File: src/rtl/cpu_trace_capture_if.sv
// Bus bundle between the trace capture block and its host/CPU side.
// The slave modport is the capture block; the master modport is the host
// that drives CPU results and drains the FIFO.
// Optional feature macro: TRACE_TIMESTAMP_EN adds the Rd_Stamp return field.
interface cpu_trace_capture_if #(
  parameter int DATA_W = 24,
  parameter int DEPTH  = 16
);
  localparam int CNT_W = $clog2(DEPTH) + 1;

  logic              Start;
  logic              Valid;
  logic [DATA_W-1:0] Data;
  logic              Rd_En;
  logic [DATA_W-1:0] Rd_Data;
  logic              Rd_Valid;
  logic [CNT_W-1:0]  Count;
  logic              Empty;
  logic              Full;
  logic              Overflow;
  logic              Busy;
  logic              Halt;
  logic [7:0]        Cycle;
`ifdef TRACE_TIMESTAMP_EN
  logic [7:0]        Rd_Stamp;

  modport master (
    output Start, Valid, Data, Rd_En,
    input  Rd_Data, Rd_Valid, Rd_Stamp, Count, Empty, Full, Overflow,
    input  Busy, Halt, Cycle
  );

  modport slave (
    input  Start, Valid, Data, Rd_En,
    output Rd_Data, Rd_Valid, Rd_Stamp, Count, Empty, Full, Overflow,
    output Busy, Halt, Cycle
  );
`else
  modport master (
    output Start, Valid, Data, Rd_En,
    input  Rd_Data, Rd_Valid, Count, Empty, Full, Overflow,
    input  Busy, Halt, Cycle
  );

  modport slave (
    input  Start, Valid, Data, Rd_En,
    output Rd_Data, Rd_Valid, Count, Empty, Full, Overflow,
    output Busy, Halt, Cycle
  );
`endif

endinterface

File: src/rtl/cpu_trace_capture.sv
// CPU trace capture: opens a fixed-length capture window on Start, pushes
// every valid CPU result word into a FIFO while the window is open, and
// raises Halt once CYCLE_LIMIT cycles have been captured. The FIFO can be
// drained at any time through a registered read handshake.
// Optional feature macro: TRACE_TIMESTAMP_EN stores the run-cycle value with
// each word and returns it on Rd_Stamp alongside Rd_Data.
module cpu_trace_capture #(
  parameter int DATA_W      = 24,
  parameter int DEPTH       = 16,
  parameter int CYCLE_LIMIT = 30
) (
  input  logic                 Clock,
  input  logic                 Reset,
  cpu_trace_capture_if.slave   bus
);

  localparam int AW    = $clog2(DEPTH);
  localparam int CNT_W = AW + 1;

  localparam logic [7:0]       LAST_CYC = 8'(CYCLE_LIMIT - 1);
  localparam logic [CNT_W-1:0] FULL_CNT = CNT_W'(DEPTH);
  localparam logic [CNT_W-1:0] CNT_ONE  = CNT_W'(1);
  localparam logic [AW-1:0]    PTR_ONE  = AW'(1);

  if (DEPTH < 2 || (DEPTH & (DEPTH - 1)) != 0) begin : g_bad_depth
    $error("cpu_trace_capture: DEPTH must be a power of two and at least 2");
  end
  if (CYCLE_LIMIT < 1 || CYCLE_LIMIT > 256) begin : g_bad_limit
    $error("cpu_trace_capture: CYCLE_LIMIT must be in 1..256");
  end

  typedef enum logic [1:0] {
    IDLE    = 2'd0,
    CAPTURE = 2'd1,
    DONE    = 2'd2
  } state_t;

  state_t            state;
  state_t            state_nx;

  logic [DATA_W-1:0] mem [DEPTH];
  logic [AW-1:0]     wr_ptr;
  logic [AW-1:0]     rd_ptr;
  logic [CNT_W-1:0]  count;
  logic [7:0]        cycle;
  logic              ovf;
  logic              rd_valid;
  logic [DATA_W-1:0] rd_data;

  // Per-cycle decisions derived from the current state and inputs
  logic              start_win_p0;
  logic              last_cyc_p0;
  logic              push_req_p0;
  logic              pop_ok_p0;
  logic              push_ok_p0;
  logic              drop_p0;

  logic              busy;
  logic              halt;

`ifdef TRACE_TIMESTAMP_EN
  logic [7:0]        mem_stamp [DEPTH];
  logic [7:0]        rd_stamp;
`endif

  // Stage 0: decode window control and FIFO push/pop qualification
  always_comb begin
    start_win_p0 = bus.Start && (state != CAPTURE);
    last_cyc_p0  = (state == CAPTURE) && (cycle == LAST_CYC);
    push_req_p0  = (state == CAPTURE) && bus.Valid;
    pop_ok_p0    = bus.Rd_En && (count != '0);
    // A pop in the same cycle frees a slot, so a full FIFO still accepts
    push_ok_p0   = push_req_p0 && ((count != FULL_CNT) || pop_ok_p0);
    drop_p0      = push_req_p0 && !push_ok_p0;
  end

  // State register
  always_ff @(posedge Clock) begin
    if (Reset) begin
      state <= IDLE;
    end else begin
      state <= state_nx;
    end
  end

  // Next-state logic: Start opens a window from IDLE or DONE only
  always_comb begin
    state_nx = state;
    case (state)
      IDLE:    if (start_win_p0) state_nx = CAPTURE;
      CAPTURE: if (last_cyc_p0)  state_nx = DONE;
      DONE:    if (start_win_p0) state_nx = CAPTURE;
      default: state_nx = IDLE;
    endcase
  end

  // State-derived status outputs
  always_comb begin
    busy = 1'b0;
    halt = 1'b0;
    case (state)
      CAPTURE: busy = 1'b1;
      DONE:    halt = 1'b1;
      default: begin
        busy = 1'b0;
        halt = 1'b0;
      end
    endcase
  end

  // Run-cycle counter and sticky overflow, both restarted with each window
  always_ff @(posedge Clock) begin
    if (Reset) begin
      cycle <= 8'd0;
      ovf   <= 1'b0;
    end else if (start_win_p0) begin
      cycle <= 8'd0;
      ovf   <= 1'b0;
    end else begin
      // Cycle holds at the final value once the window has closed
      if ((state == CAPTURE) && !last_cyc_p0) begin
        cycle <= cycle + 8'd1;
      end
      if (drop_p0) begin
        ovf <= 1'b1;
      end
    end
  end

  // FIFO pointers and occupancy; pointers wrap naturally at DEPTH
  always_ff @(posedge Clock) begin
    if (Reset) begin
      wr_ptr <= '0;
      rd_ptr <= '0;
      count  <= '0;
    end else begin
      if (push_ok_p0) begin
        wr_ptr <= wr_ptr + PTR_ONE;
      end
      if (pop_ok_p0) begin
        rd_ptr <= rd_ptr + PTR_ONE;
      end
      case ({push_ok_p0, pop_ok_p0})
        2'b10:   count <= count + CNT_ONE;
        2'b01:   count <= count - CNT_ONE;
        default: count <= count;
      endcase
    end
  end

  // Stage 1: FIFO storage write; a push coinciding with Reset is discarded
  always_ff @(posedge Clock) begin
    if (push_ok_p0 && !Reset) begin
      mem[wr_ptr] <= bus.Data;
`ifdef TRACE_TIMESTAMP_EN
      mem_stamp[wr_ptr] <= cycle;
`endif
    end
  end

  // Stage 1: registered read port; Rd_Data holds its last popped word
  always_ff @(posedge Clock) begin
    if (Reset) begin
      rd_valid <= 1'b0;
      rd_data  <= '0;
`ifdef TRACE_TIMESTAMP_EN
      rd_stamp <= 8'd0;
`endif
    end else begin
      rd_valid <= pop_ok_p0;
      if (pop_ok_p0) begin
        rd_data <= mem[rd_ptr];
`ifdef TRACE_TIMESTAMP_EN
        rd_stamp <= mem_stamp[rd_ptr];
`endif
      end
    end
  end

  assign bus.Rd_Data  = rd_data;
  assign bus.Rd_Valid = rd_valid;
  assign bus.Count    = count;
  assign bus.Empty    = (count == '0);
  assign bus.Full     = (count == FULL_CNT);
  assign bus.Overflow = ovf;
  assign bus.Busy     = busy;
  assign bus.Halt     = halt;
  assign bus.Cycle    = cycle;
`ifdef TRACE_TIMESTAMP_EN
  assign bus.Rd_Stamp = rd_stamp;
`endif

endmodule

File: src/flat_wrapper.sv
// flat-port wrapper written by rule: the top's interface ports become plain ports
module cpu_trace_capture_flat 
#(
  parameter int DATA_W      = 24,
  parameter int DEPTH       = 16,
  parameter int CYCLE_LIMIT = 30
)
  (Clock, Reset, bus_Start, bus_Valid, bus_Data, bus_Rd_En, bus_Rd_Data, bus_Rd_Valid, bus_Count, bus_Empty, bus_Full, bus_Overflow, bus_Busy, bus_Halt, bus_Cycle);
  cpu_trace_capture_if #(.DATA_W(DATA_W), .DEPTH(DEPTH)) bus_i ();
  input  logic Clock;
  input  logic Reset;
  input wire logic [$bits(bus_i.Start)-1:0] bus_Start;
  input wire logic [$bits(bus_i.Valid)-1:0] bus_Valid;
  input wire logic [$bits(bus_i.Data)-1:0] bus_Data;
  input wire logic [$bits(bus_i.Rd_En)-1:0] bus_Rd_En;
  output wire logic [$bits(bus_i.Rd_Data)-1:0] bus_Rd_Data;
  output wire logic [$bits(bus_i.Rd_Valid)-1:0] bus_Rd_Valid;
  output wire logic [$bits(bus_i.Count)-1:0] bus_Count;
  output wire logic [$bits(bus_i.Empty)-1:0] bus_Empty;
  output wire logic [$bits(bus_i.Full)-1:0] bus_Full;
  output wire logic [$bits(bus_i.Overflow)-1:0] bus_Overflow;
  output wire logic [$bits(bus_i.Busy)-1:0] bus_Busy;
  output wire logic [$bits(bus_i.Halt)-1:0] bus_Halt;
  output wire logic [$bits(bus_i.Cycle)-1:0] bus_Cycle;
  assign bus_i.Start = bus_Start;
  assign bus_i.Valid = bus_Valid;
  assign bus_i.Data = bus_Data;
  assign bus_i.Rd_En = bus_Rd_En;
  assign bus_Rd_Data = bus_i.Rd_Data;
  assign bus_Rd_Valid = bus_i.Rd_Valid;
  assign bus_Count = bus_i.Count;
  assign bus_Empty = bus_i.Empty;
  assign bus_Full = bus_i.Full;
  assign bus_Overflow = bus_i.Overflow;
  assign bus_Busy = bus_i.Busy;
  assign bus_Halt = bus_i.Halt;
  assign bus_Cycle = bus_i.Cycle;
  cpu_trace_capture #(.DATA_W(DATA_W), .DEPTH(DEPTH), .CYCLE_LIMIT(CYCLE_LIMIT)) u_core (.Clock(Clock), .Reset(Reset), .bus(bus_i));
endmodule
File: config.mk
export PLATFORM = sky130hd
export DESIGN_NAME = cpu_trace_capture_flat
export DESIGN_NICKNAME = d
export VERILOG_FILES = /design/src/rtl/cpu_trace_capture_if.sv /design/src/rtl/cpu_trace_capture.sv /design/src/flat_wrapper.sv
export SDC_FILE = /design/constraint.sdc
export NUM_CORES = 1
export LEC_CHECK = 0
export ABC_AREA = 1
export ABC_CLOCK_PERIOD_IN_PS = 10000
export CORE_UTILIZATION = 60
export CTS_BUF_LIST = sky130_fd_sc_hd__clkbuf_16
export DETAILED_ROUTE_END_ITERATION = 8
export PLACE_DENSITY_LB_ADDON = 0.08
export SYNTH_ARGS = -nofsm -noshare
export SYNTH_HDL_FRONTEND = slang
export SYNTH_SLANG_ARGS = --single-unit
File: constraint.sdc
create_clock -name Clock -period 10 [get_ports Clock]
set_input_delay 2 -clock Clock [delete_from_list [all_inputs] [get_ports Clock]]
set_output_delay 2 -clock Clock [all_outputs]
set_load 0.02 [all_outputs]
==> impl_metrics.ini <==
[global_route]
grt_pass1_wl_um = 66900
gr-usage-all-layers_pct = 28.3
first_global_vias = 11800
use_met3_pct = 3.71
grt_antenna_before_repair = 1
grt_max_degree = 104
busiest_layer = met2
grt_use_met2_pct = 45.2
grt_use_met1_pct = 40.4
overflow = 0

[synth]
yosysSeqAreaShare_pct = 67.3
avgSynthCellArea_sq_um = 10.2
syn_nets = 1872
synth.most_common_cell = nand2_1
ys_ff_latch = 433
ys_top_cells_by_area = edfxtp_1 (62%), nand2_1 (13%), nand3_1 (7.5%), dfxtp_1 (5.3%), inv_1 (5.0%)
syn_inst = 1831
synth_top_cells_by_count = nand2_1 (629), edfxtp_1 (384), nand3_1 (280)
synthArstFlopShare_pct = 0
synth_edf_count = 384
netlist_area_sq_um = 18600
ys_types = 27
synth_ff_type = edfxtp_1
yosys.area.top_type_share_pct = 62.0
ys.warnings.count = 0
yosysTopAreaCell = edfxtp_1

[status]
outcome = finished, final reports clean

[cells_and_area]
area_growth_pct = 12.7
drive_above_1_share_pct = 5.97
nets = 1917
antenna_cells = 0
final_area_sq_um = 20900

[setup_path]
startpoint = bus_Valid
worstReg2RegStart = u_core.state[0]
worstSetupEndpointType = register
crit_arrival_ns = 4.86
path_cells = clkdlybuf4s50_1, inv_1, nor2_1, nand2_1, nor3_2, buf_4
cp_top_family = simple AND/OR/NAND/NOR gates
critical_path_buf_inv_count = 3
cp-start-kind = input pin
crit_required_ns = 10.23
cp_slowest_stage_delay_ns = 1.13
path_class = in2reg
crit_slowest_cell = nor3_2
worstPathMaxFanout = 14

[timing]
setup_ws_ns = 5.37
rsz0062_at_grt = false
fin_crit_sh_pct = 46.3
final-max-slew-violation-count = 0
final_hold_viol_count = 0
finalSetupViolCount = 0
worst_hold_slack_ns = 0.490
fin_crit_ns = 4.63
clock_skew_ns = 0.0137
slew-limit-headroom_pct = 12.0
tightest_slew_ns = 1.31
tns_ns = 0
fmax_ghz = 0.216

[floorplan]
die_width_um = 178
die_area_sq_um = 31700
core-area_sq_um = 30500
std_cell_rows = 64
die_h_um = 178
ioPinCount = 72
initial_core_util_pct = 60.9

[clock_tree]
cts_setup_buffers = 0
path_clk_slew_ns = 0.06
root_buffer = clkbuf_16
h-tree-depth = 2
cts_num_sinks = 433
cts_hold_buffers = 0
clk_path_buf_depth = 3
cts_buffers = 43
clock_latency_ns = 0.54
cts_tree = done
cts.repair.resized = 0

[power]
power.density_nw_per_um2 = 240
power_leakage_nw = 8.68
ir_drop_mv = 0.155
power_w = 0.00503

[route]
first_pass_iters = 5
ant_nets = 0
vias = 12600
wirelength_um = 43400
wire_per_inst_um = 18.8
drc = 0
vias_per_cell = 5.45
drt_iter0_markers = 1325

[placed_design]
dp_slack_ns = 4.79
dpl-instance-area_sq_um = 19500
place_congestion = 0.804
place_hpwl_um = 24500
io_buffers = 71

[min_path]
hold_path_class = reg2reg
min_from = u_core.bus.Overflow

[job]
cap_violations = 0
## layout by cell type, fill, tap and decap left out, types with 2 or more instances in the layout
cell type / Yosys / final
nand3_1: 280 / 280
clkdlybuf4s50_1: 0 / 71
a21oi_1: 21 / 21
ha_1: 11 / 11
edfxtp_1: 384 / 384
clkinv_2: 0 / 8
clkinv_4: 0 / 2
buf_4: 6 / 20
inv_2: 3 / 4
o21ai_0: 12 / 12
clkinvlp_4: 0 / 3
nor3_2: 0 / 12
dfxtp_1: 49 / 46
nand2_1: 629 / 629
nor2_4: 0 / 4
clkbuf_16: 0 / 45
nor2_1: 72 / 68
clkinv_1: 0 / 9
inv_6: 0 / 2
xor2_1: 9 / 9
dfxtp_4: 0 / 2
nand4_1: 3 / 3
inv_1: 246 / 249
bufinv_16: 0 / 7
## per-layer routing
layer	part of all wire, %	wire (um)
met5	0	0
met1	43	18600
met3	7.2	3120
met4	2.7	1180
met2	47	20400
## final timing paths
| check | endpoint | slack (ns) | cells past startpoint |
|---|---|---|---|
| max | u_core.mem[13][22] | 5.37 | 6 |
| min | u_core.bus.Overflow | 0.49 | 2 |
| max reg2reg | u_core.mem[13][22] | 6.89 | 5 |
| min reg2reg | u_core.bus.Overflow | 0.49 | 2 |
## per-stage QoR
stage                     util (%)  instances
after floorplan                  -       1831
after global placement        63.8       2227
after detailed placement      63.8       2227
after CTS                     68.6       2306
after global routing          68.6       2306
final                         68.6       2306
## where the power goes
part	switching (W)	total, W	internal, W	leakage [nW]
combinational	0.000828	0.00123	0.000404	4.09
sequential	0.000101	0.00213	0.00203	3.86
clock	0.000670	0.00167	0.000998	0.733
total	0.00160	0.00503	0.00343	8.68
## worst reg2reg max path: cells and delay by family, from the launching register on
family        cells  cell delay (ns)
buf+inv           1             0.39
simple gates      4             2.04
flops             1             0.37
## cell families (layout without fill, tap and decap cells)
group           count (synthesis)  count (layout)  synth area share, %
compound gates                 36              36                 1.01
xor+xnor                        9               9                0.424
fa+ha+maj                      12              12                0.848
buf+inv                       342             421                 8.21
flops                         433             433                 67.3
simple gates                  999             999                 22.2
## layout make-up
type | count | area, sq um
Clock inverter | 34 | 348
Clock buffer | 45 | 1130
Timing Repair Buffer | 91 | 861
Tap cell | 396 | 495
Inverter | 251 | 950
Sequential cell | 433 | 12500
Multi-Input combinational cell | 1056 | 4640
Fill cell | 2310 | 9570
## registers in the layout, summed over array words and instances, names as in the netlist
signal	count
u_core.bus.Rd_Valid	1
u_core.bus.Cycle	8
u_core.bus.Rd_Data	24
u_core.bus.Count	5
u_core.wr_ptr	4
u_core.bus.Overflow	1
u_core.rd_ptr	4
u_core.mem	384
u_core.state	2
Power figures use the tool's default switching activity.
